<file path="config.mk">
export PLATFORM = sky130hd
export DESIGN_NAME = keypad_loader
export DESIGN_NICKNAME = d
export VERILOG_FILES = /design/src/rtl/keypad_loader.sv
export SDC_FILE = /design/constraint.sdc
export NUM_CORES = 1
export LEC_CHECK = 0
export ABC_AREA = 0
export CELL_PAD_IN_SITES_DETAIL_PLACEMENT = 0
export CELL_PAD_IN_SITES_GLOBAL_PLACEMENT = 1
export CORE_MARGIN = 4
export CORE_UTILIZATION = 42
export DETAILED_ROUTE_END_ITERATION = 10
export PLACE_DENSITY = 0.75
export SLEW_MARGIN = 20
export SYNTH_ARGS = -nofsm -noshare
export SYNTH_HDL_FRONTEND = slang
export SYNTH_SLANG_ARGS = --single-unit
</file>
<file path="constraint.sdc">
create_clock -name clock -period 7.25 [get_ports clock]
set_input_delay 0.725 -clock clock [delete_from_list [all_inputs] [get_ports clock]]
set_output_delay 0.725 -clock clock [all_outputs]
set_load 0.05 [all_outputs]
</file>
<file path="src/rtl/keypad_loader.sv">
// keypad_loader: keypad/button front end for the minutes:seconds countdown timer.
// Synchronizes and debounces the digit keys and the start/stop buttons, shifts
// accepted digits into the timer's serial load port and sequences run/pause/clear.
//
// Handshake: the timer samples data on every cycle that loadn is low (one-cycle
// strobe) and clears on every cycle that tclrn is low; there is no back-pressure,
// and loadn and tclrn are never low together.

// Generic debouncer: a code must be stable for DEBOUNCE consecutive samples to be
// accepted. A non-zero code is reported once, as a one-cycle echo on press_o, and
// the debouncer then stays locked until all-zero has been stable for DEBOUNCE
// samples. It comes out of reset locked, so a code already held at reset must be
// released before it can be accepted.
module keypad_debounce #(
  parameter int W        = 4,
  parameter int DEBOUNCE = 4
) (
  input  logic         clock,
  input  logic         clrn,
  input  logic [W-1:0] code_i,
  output logic [W-1:0] press_o
);

  logic [W-1:0] cand_q, cand_d;
  logic [7:0]   cnt_q, cnt_d;
  logic         lock_q, lock_d;
  logic         same;
  logic         settle;

  // Stability counter: restart on any change, saturate once settled.
  always_comb begin
    same    = (code_i == cand_q);
    settle  = same && (cnt_q == 8'(DEBOUNCE - 1));
    cand_d  = code_i;
    if (!same) begin
      cnt_d = 8'd1;
    end else if (cnt_q != 8'(DEBOUNCE)) begin
      cnt_d = cnt_q + 8'd1;
    end else begin
      cnt_d = cnt_q;
    end
    lock_d = lock_q;
    if (settle) begin
      lock_d = (cand_q != '0);
    end
    press_o = (settle && !lock_q) ? cand_q : '0;
  end

  // Debounce state registers.
  always_ff @(posedge clock or negedge clrn) begin
    if (!clrn) begin
      cand_q <= '0;
      cnt_q  <= 8'd0;
      lock_q <= 1'b1;
    end else begin
      cand_q <= cand_d;
      cnt_q  <= cnt_d;
      lock_q <= lock_d;
    end
  end

endmodule

module keypad_loader #(
  parameter int DEBOUNCE   = 4,
  parameter int MAX_DIGITS = 3
) (
  input  logic       clock,
  input  logic       clrn,
  input  logic [9:0] keypad,
  input  logic       startn,
  input  logic       stopn,
  input  logic       zero,
  output logic [3:0] data,
  output logic       loadn,
  output logic       tclrn,
  output logic       en,
  output logic [1:0] digits,
  output logic [1:0] state_dbg
);

  typedef enum logic [1:0] {
    S_IDLE    = 2'd0,
    S_ENTRY   = 2'd1,
    S_RUNNING = 2'd2,
    S_PAUSED  = 2'd3
  } state_t;

  logic [9:0] key_s1_q, key_s2_q;
  logic [1:0] btn_s1_q, btn_s2_q;   // bit 0 = start pressed, bit 1 = stop pressed

  logic [3:0] key_hits;
  logic [3:0] key_idx;
  logic [3:0] key_code;             // 0 = no valid key, k+1 = digit k
  logic [3:0] key_press;
  logic       start_ev;
  logic       stop_ev;
  logic       digit_ev;
  logic [3:0] key_digit;

  state_t     state_q, state_d;
  logic [3:0] data_q, data_d;
  logic       loadn_q, loadn_d;
  logic       tclrn_q, tclrn_d;
  logic [1:0] digits_q, digits_d;

  // Two-flop synchronizers; buttons are inverted so 1 means pressed.
  always_ff @(posedge clock or negedge clrn) begin
    if (!clrn) begin
      key_s1_q <= '0;
      key_s2_q <= '0;
      btn_s1_q <= '0;
      btn_s2_q <= '0;
    end else begin
      key_s1_q <= keypad;
      key_s2_q <= key_s1_q;
      btn_s1_q <= {~stopn, ~startn};
      btn_s2_q <= btn_s1_q;
    end
  end

  // One-hot check: anything other than exactly one key reads as no key.
  always_comb begin
    key_hits = 4'd0;
    key_idx  = 4'd0;
    for (int k = 0; k < 10; k++) begin
      if (key_s2_q[k]) begin
        key_hits = key_hits + 4'd1;
        key_idx  = 4'(k);
      end
    end
    key_code = (key_hits == 4'd1) ? key_idx + 4'd1 : 4'd0;
  end

  keypad_debounce #(.W(4), .DEBOUNCE(DEBOUNCE)) u_key_db (
    .clock   (clock),
    .clrn    (clrn),
    .code_i  (key_code),
    .press_o (key_press)
  );

  keypad_debounce #(.W(1), .DEBOUNCE(DEBOUNCE)) u_start_db (
    .clock   (clock),
    .clrn    (clrn),
    .code_i  (btn_s2_q[0]),
    .press_o (start_ev)
  );

  keypad_debounce #(.W(1), .DEBOUNCE(DEBOUNCE)) u_stop_db (
    .clock   (clock),
    .clrn    (clrn),
    .code_i  (btn_s2_q[1]),
    .press_o (stop_ev)
  );

  assign digit_ev  = (key_press != 4'd0);
  assign key_digit = key_press - 4'd1;

  // Next-state logic; within a cycle stop beats start beats digit.
  always_comb begin
    state_d  = state_q;
    data_d   = data_q;
    digits_d = digits_q;
    loadn_d  = 1'b1;
    tclrn_d  = 1'b1;
    case (state_q)
      S_IDLE: begin
        if (stop_ev) begin
          tclrn_d = 1'b0;
          data_d  = 4'd0;
        end else if (start_ev) begin
          state_d = S_IDLE;
        end else if (digit_ev) begin
          loadn_d  = 1'b0;
          data_d   = key_digit;
          digits_d = 2'd1;
          state_d  = S_ENTRY;
        end
      end
      S_ENTRY: begin
        if (stop_ev) begin
          tclrn_d  = 1'b0;
          data_d   = 4'd0;
          digits_d = 2'd0;
          state_d  = S_IDLE;
        end else if (start_ev) begin
          state_d = S_RUNNING;
        end else if (digit_ev && (digits_q < 2'(MAX_DIGITS))) begin
          loadn_d  = 1'b0;
          data_d   = key_digit;
          digits_d = digits_q + 2'd1;
        end
      end
      S_RUNNING: begin
        // The timer reaching zero ends the run even if stop arrives too.
        if (zero) begin
          digits_d = 2'd0;
          state_d  = S_IDLE;
        end else if (stop_ev) begin
          state_d = S_PAUSED;
        end
      end
      S_PAUSED: begin
        if (stop_ev) begin
          tclrn_d  = 1'b0;
          data_d   = 4'd0;
          digits_d = 2'd0;
          state_d  = S_IDLE;
        end else if (start_ev) begin
          state_d = S_RUNNING;
        end
      end
      default: state_d = S_IDLE;
    endcase
  end

  // FSM state and registered timer-side outputs.
  always_ff @(posedge clock or negedge clrn) begin
    if (!clrn) begin
      state_q  <= S_IDLE;
      data_q   <= 4'd0;
      loadn_q  <= 1'b1;
      tclrn_q  <= 1'b1;
      digits_q <= 2'd0;
    end else begin
      state_q  <= state_d;
      data_q   <= data_d;
      loadn_q  <= loadn_d;
      tclrn_q  <= tclrn_d;
      digits_q <= digits_d;
    end
  end

  assign data      = data_q;
  assign loadn     = loadn_q;
  assign tclrn     = tclrn_q;
  assign digits    = digits_q;
  assign state_dbg = state_q;
  // Enable drops in the same cycle zero rises so the timer never wraps past 0:00.
  assign en        = (state_q == S_RUNNING) && !zero;

endmodule
</file>
### Yosys cells after proc, flatten, opt, wreduce, memory -nomap -nowiden

Cells that the tools add are included.

* bits in registers: 67
* bits of input ports: 15
* logic and storage cells: 147

* add/subtract/negate cells: 15
* order comparisons: 1
* equal/unequal tests: 28
* multiplexer cells: 62
* bitwise logic cells: 2
* reductions and logical operators: 21

Operators with widths (number)
* $mux W4: 26
* $mux W8: 6
* $add A4 B1 Y4 const B: 10
* $mux W2: 14
* $add A8 B1 Y8 const B: 3
* $eq A8 B2 Y1 const B: 3
* $ne A8 B3 Y1 const B: 3
* $ne A3 B3 Y1 const B: 6
* $ne A2 B2 Y1 const B: 8
* $mux W1: 12
* $pmux W4 S3: 1
* $logic_and A1 B1 Y1: 8
* $pmux W2 S4: 1
* $reduce_bool A4 Y1: 2
* $reduce_and A7 Y1: 1
* $pmux W2 S3: 1
* $reduce_and A6 Y1: 1
* $eq A2 B2 Y1 const B: 2
* $eq A4 B1 Y1 const B: 1
* $eq A4 B4 Y1: 1
* $logic_not A1 Y1: 4
* $reduce_and A4 Y1: 1
* $sub A4 B1 Y4 const B: 1
* $ne A3 B1 Y1 const B: 1
* other kinds (10): 12

### Depth between registers and ports, before layout

* depth after elaboration: 31
* mapped depth: 41
* depth with buffers taken out: 38

### Cells and area by module

From an unflattened synthesis, not the netlist that was laid out.

* cell total of the unflattened synthesis: 379
* area, all modules: 3898.7 um^2

Modules (own cells, without submodules)
* keypad_loader: instances 1, cells an instance 212, area each 2157.1 um^2
* keypad_debounce at u_start_db ...: instances 2, cells an instance 54, area each 543.0 um^2
* keypad_debounce at u_key_db: instances 1, cells an instance 59, area each 655.6 um^2

### Least setup slack after synthesis

OpenSTA, ideal clock, no wires.

* kind: register to register
* from: register key_s2_q[0]
* to: register data_q[2] (netlist: data[2])
* setup time: 0.121 ns
* arrival: 6.848 ns
* required time: 7.129 ns
* path slack: 0.281 ns
* cell stages (with the launch flop): 40
* buffers on the path: 2
* period minus slack after synthesis: 6.969 ns
* cells stage by stage: dfrtp_1 > ha_1 > or2_2 > nand2_1 > inv_1 > ha_1 > nand2_1 > o21ai_0 > ha_1 > mux2_2 > ha_1 > inv_1 > a22oi_1 > a21o_1 > ha_1 > o22ai_1 > inv_1 > ha_1 > [4 not listed] > a21oi_1 > ha_1 > nand2_1 > nor4_1 > a21oi_1 > a41o_1 > nor4_2 > o221ai_2 > buf_6 > nor3_1 > nand2_1 > ha_1 > clkbuf_1 > nand2_1 > nand3_1 > a21oi_1 > a21oi_4 > a22o_1

* longest elaborated chain between the ends: 30
* elaborated cells between the ends (all ways): 38

Ends and longest elaborated chain
* start: declaration: line 89 `logic [9:0] key_s1_q, key_s2_q;`
* start signal: assignment: line 116 `key_s2_q <= key_s1_q;`
* $mux W1 (*): line 127 `if (key_s2_q[k]) begin`
* $add A4 B1 Y4: line 128 `key_hits = key_hits + 4'd1;`
* $mux W4 (*): line 127
* $add A4 B1 Y4: line 128
* $mux W4 (*): line 127
* $add A4 B1 Y4: line 128
* $mux W4 (*): line 127
* $add A4 B1 Y4: line 128
* [14 not listed]
* $logic_and A1 B1 Y1 (*): line 33 `settle = same && (cnt_q == 8'(DEBOUNCE - 1));`
* $logic_and A1 B1 Y1 (*): line 46 `press_o = (settle && !lock_q) ? cand_q : '0;`
* $mux W4 (*): line 46
* $sub A4 B1 Y4: line 157 `assign key_digit = key_press - 4'd1;`
* $mux W4 (on tied branches): line 188, 173
* $mux W4 (on tied branches): line 186, 171
* $mux W4 (on tied branches): line 181, 168
* $pmux W4 S3: line 166 `case (state_q)`
* end signal: assignment: line 227 `data_q <= data_d;`
* end: declaration: line 102 `logic [3:0] data_q, data_d;`

Every way passes the cells marked *; elsewhere a longest branch is shown, timed or not. The select of a mux whose other input is x is not followed.
A chain may end at the register's enable or synchronous reset.

### Final worst setup path

* from: register key_s2_q[0]
* to: register digits_q[1] (netlist: digits[1])

* longest elaborated chain between the ends: 29
* elaborated cells between the ends (all ways): 30

Ends and longest elaborated chain
* $mux W1 (*): line 127
* $add A4 B1 Y4: line 128
* $mux W4 (*): line 127
* $add A4 B1 Y4: line 128
* $mux W4 (*): line 127
* $add A4 B1 Y4: line 128
* $mux W4 (*): line 127
* $add A4 B1 Y4: line 128
* [13 not listed]
* $eq A4 B4 Y1 (*): line 32 `same = (code_i == cand_q);`
* $logic_and A1 B1 Y1 (*): line 33
* $logic_and A1 B1 Y1 (*): line 46
* $mux W4 (*): line 46
* $reduce_bool A4 Y1 (*): line 156 `assign digit_ev = (key_press != 4'd0);`
* $logic_and A1 B1 Y1: line 188 `end else if (digit_ev && (digits_q < 2'(MAX_DIGITS))) begin`
* $ne A3 B3 Y1 (no line)
* $reduce_and A7 Y1 (no line) (*)
* end signal: assignment: line 230 `digits_q <= digits_d;`
* end: declaration: line 105 `logic [1:0] digits_q, digits_d;`

Every way passes the cells marked *; elsewhere a longest branch is shown, timed or not.

==> out/summary.txt <==
Placed Instances -> 510
CP max stage cell -> dfrtp_1
Relative slew margins -> 46.26%
Slowest Stage Delay on Critical Path -> 0.39 ns
Maximum number of pins on one net before global-route repair -> 68
Post-synthesis share of cell area spent on xor and xnor gates -> 11.22%
Category of the worst setup path capture point -> register
Internal power -> 0.0009676 W
Switching component of the power -> 0.0006063 W
Routed length per placed instance -> 13.66 µm
Number of sinks on the clock net -> 67
GPL Wtd Cong -> 0.7848
Per-instance average area after synthesis -> 9.938 µm²
Routed via count divided by cell count -> 5.268
Number of failing hold endpoints at the final stage -> 0
CTS tree -> done
Worst endpoint required time -> 7.50 ns
Total Routing Usage GR -> 14.89%
Critical path startpoint category -> register
Proportion of synthesized area in mux cells -> 1.995%
Pwr dens -> 344.3 nW/µm²
Period minus WS final -> 6.900 ns
Class of the worst hold path -> register to register
Non-filler cells, final -> 534
Cell Rows -> 34
Total gr overflow -> 0
Maximum frequency from static timing analysis -> 144.9 MHz
Area share of and/or/nand/nor cells after synthesis -> 20.83%
Maximum clock insertion buffer count -> 2
Overall die area -> 10700 µm²
Synth async-reset ratio -> 100.0%
Cts hold-fix bufs -> 0
Io pins -> 26
Data arrival time at the worst-slack endpoint -> 7.15 ns
Most used cell, CP -> ha_1
Clock-pin slew on the worst setup and hold paths -> 0.08 ns
Yosys warnings -> 0
Worst reg-to-reg setup slack -> 0.35 ns
Initial Util -> 43.45%
Number of flops mapped to enable cells by yosys -> 0
Hold Worst Slack -> 0.3520 ns
Sequential area share after synthesis -> 43.98%
Root buffer cell -> clkbuf_8
Routed Antenna Nets -> 0
Cell with the most instances after synthesis -> dfrtp_1
Violation count after the first detailed-route iteration -> 118
Cells taking the most area after synthesis -> dfrtp_1 (41%), ha_1 (5.9%), nor2_1 (4.9%), xor2_1 (4.6%), nand2_1 (3.6%)
Area of the multi-input gates -> 2105 µm²
Area Growth Syn to Fin -> 19.49%
Number of maximum-capacitance constraint violations -> 0
Drt total wl -> 7294 µm
Share of layout cells above drive strength 1 -> 16.43%
Count of state elements after synthesis -> 67
Diode count -> 0
Leakage -> 2.061 nW
Dominant cell type by area after synthesis -> dfrtp_1
Half-perimeter wire length after detailed placement -> 5218 µm
Adder-cell share of the synthesized area -> 5.886%
Total of buffers placed on input and output ports -> 25
Sequential Power Share -> 32.6%
Clock Power Share -> 21.9%
Least-Margin Pin Slew -> 0.8061 ns
Period utilisation layout -> 95.17%
Reg area -> 1683 µm²
Worst clock skew -> 0.005882 ns
Sw Share -> 38.52%
Post-synth top area share -> 40.55%
Drt first pass iters -> 4
Share of total power in combinational logic -> 45.5%
Count of mapped cells out of synthesis -> 385
Core Region -> 8806 µm²
Worst vdd ir -> 0.1544 mV
Global-route wire length before repair -> 12520 µm
TritonCTS Buffers -> 9
Die Width -> 103.4 µm
Drt drc -> 0
Initial antenna violation count -> 0
Largest family of logic cells by synthesized area -> simple AND/OR/NAND/NOR gates
Setup violation total in the final timing report -> 0
Cell area after synthesis -> 3826 µm²
Filler cell count -> 798
Syn Nets -> 418
Vias after detailed routing -> 2813
Height of the die -> 103.4 µm
Post-route setup slack -> 0.3504 ns
Leading register cell type out of synthesis -> dfrtp_1
Commonest cells post-synth -> dfrtp_1 (62), nor2_1 (50), nand2_1 (37)
Via count of the first global-routing pass -> 2736
Latest clock arrival within the worst-skew pair -> 0.34 ns
Number of H-tree levels -> 3
Result of the run -> complete, no violations
Critical Path Fanout Max -> 5
Final-report max-slew violation count -> 0
Net total in the final layout -> 454
Post-Place Setup Slack -> -0.08618 ns
Distinct cell type count after synthesis -> 68
Total Negative Setup Slacks -> 0 ns
Post-synthesis compound-gate area fraction -> 12.10%
Classification of the worst setup path -> register to register
-- what timing repair did --
| action | 4_1_cts | 5_1_grt |
|---|---|---|
| buffers inserted | 0 | 8 |
| hold endpoints to repair | 0 | 0 |
| gates resized for setup | 4 | 19 |
| endpoints found under the setup margin | 5 | 8 |
| pin swaps | 1 | 11 |
-- cell usage in the layout, fill, tap and decap left out, types with 7 or more instances in the layout --
cell             count
xnor2_1             11
inv_1               21
buf_4               13
nand3_1             14
xor2_1              20
dfrtp_1             62
clkbuf_8             9
nor3_1              10
a21oi_1              9
clkdlybuf4s50_1     24
nand2_1             36
o21ai_0              7
ha_1                14
nor2_1              50
-- routing by layer --
| layer | track usage, % | up-vias | share of wire [%] |
|---|---|---|---|
| met5 | 0 | - | 0 |
| met4 | 5.179 | 0 | 1.9 |
| met2 | 24.66 | 23 | 50 |
| met1 | 18.64 | 1362 | 45 |
| li1 | - | 1417 | - |
| met3 | 4.225 | 11 | 2.7 |
-- power by group through the flow --
stage	registers, W	clock network [W]	logic (W)
finish	0.000513	0.000344	0.000717
floorplan	0.000559	0	0.000434
global route	0.000524	0.000373	0.000792
CTS	0.000511	0.000358	0.000632
global placement	0.000517	0	0.000613
detailed placement	0.000518	0	0.000620
-- worst paths after layout --
check                            start                  end  cells past startpoint
setup / recovery           key_s2_q[0]            digits[1]                     37
max in group asynchronous         clrn    u_key_db.cnt_q[4]                      2
hold reg to reg            key_s1_q[6]          key_s2_q[6]                      0
min in group asynchronous         clrn  u_start_db.cnt_q[4]                      2
hold / removal             key_s1_q[6]          key_s2_q[6]                      0
setup reg to reg           key_s2_q[0]            digits[1]                     37
-- cells by family (layout without fill, tap and decap cells) --
| kind of cell | Yosys count | in the layout |
|---|---|---|
| buffers and inverters | 35 | 76 |
| XOR/XNOR | 38 | 38 |
| AND/OR/NAND/NOR | 160 | 160 |
| flip-flops | 67 | 67 |
| AO/OA/AOI/OAI | 60 | 60 |
| adder cells (fa/ha/maj) | 18 | 18 |
| multiplexers | 7 | 7 |
-- critical path: cells and delay by family (launching register included) --
| family | cells | cell delay (ns) |
|---|---|---|
| buf+inv | 6 | 0.50 |
| fa+ha+maj | 9 | 2.35 |
| compound gates | 14 | 2.22 |
| flops | 1 | 0.39 |
| mux | 1 | 0.28 |
| simple gates | 7 | 1.06 |
-- cell type report --
cell class | count | area share (%)
multi-input cells | 283 | 46.03
well taps | 108 | 2.956
inverters | 22 | 1.806
repair buffers | 38 | 7.499
clock buffers | 9 | 2.709
flip-flops and latches | 67 | 36.81
clock inverters | 7 | 2.189
-- flip-flops by register name, indices dropped and copies added (netlist names) --
| signal | count |
|---|---|
| u_key_db.lock_q | 1 |
| tclrn | 1 |
| btn_s2_q | 2 |
| u_key_db.cnt_q | 8 |
| state_dbg | 2 |
| u_stop_db.cnt_q | 8 |
| u_stop_db.lock_q | 1 |
| u_stop_db.cand_q | 1 |
| btn_s1_q | 2 |
| key_s1_q | 10 |
| key_s2_q | 10 |
| u_start_db.cand_q | 1 |
| loadn | 1 |
| u_start_db.lock_q | 1 |
| digits | 2 |
| data | 4 |
| u_key_db.cand_q | 4 |
| u_start_db.cnt_q | 8 |
-- metrics by stage --
stage                      power, W  util, %  instance area [µm²]
final                      0.001574    51.92                 4572
after global routing       0.001690    51.92                 4572
after CTS                  0.001501    50.20                 4420
after detailed placement   0.001138    47.40                 4174
after global placement     0.001130    47.40                 4174
after floorplan           0.0009923        -                 3826
(Power assumes the default switching activity.)
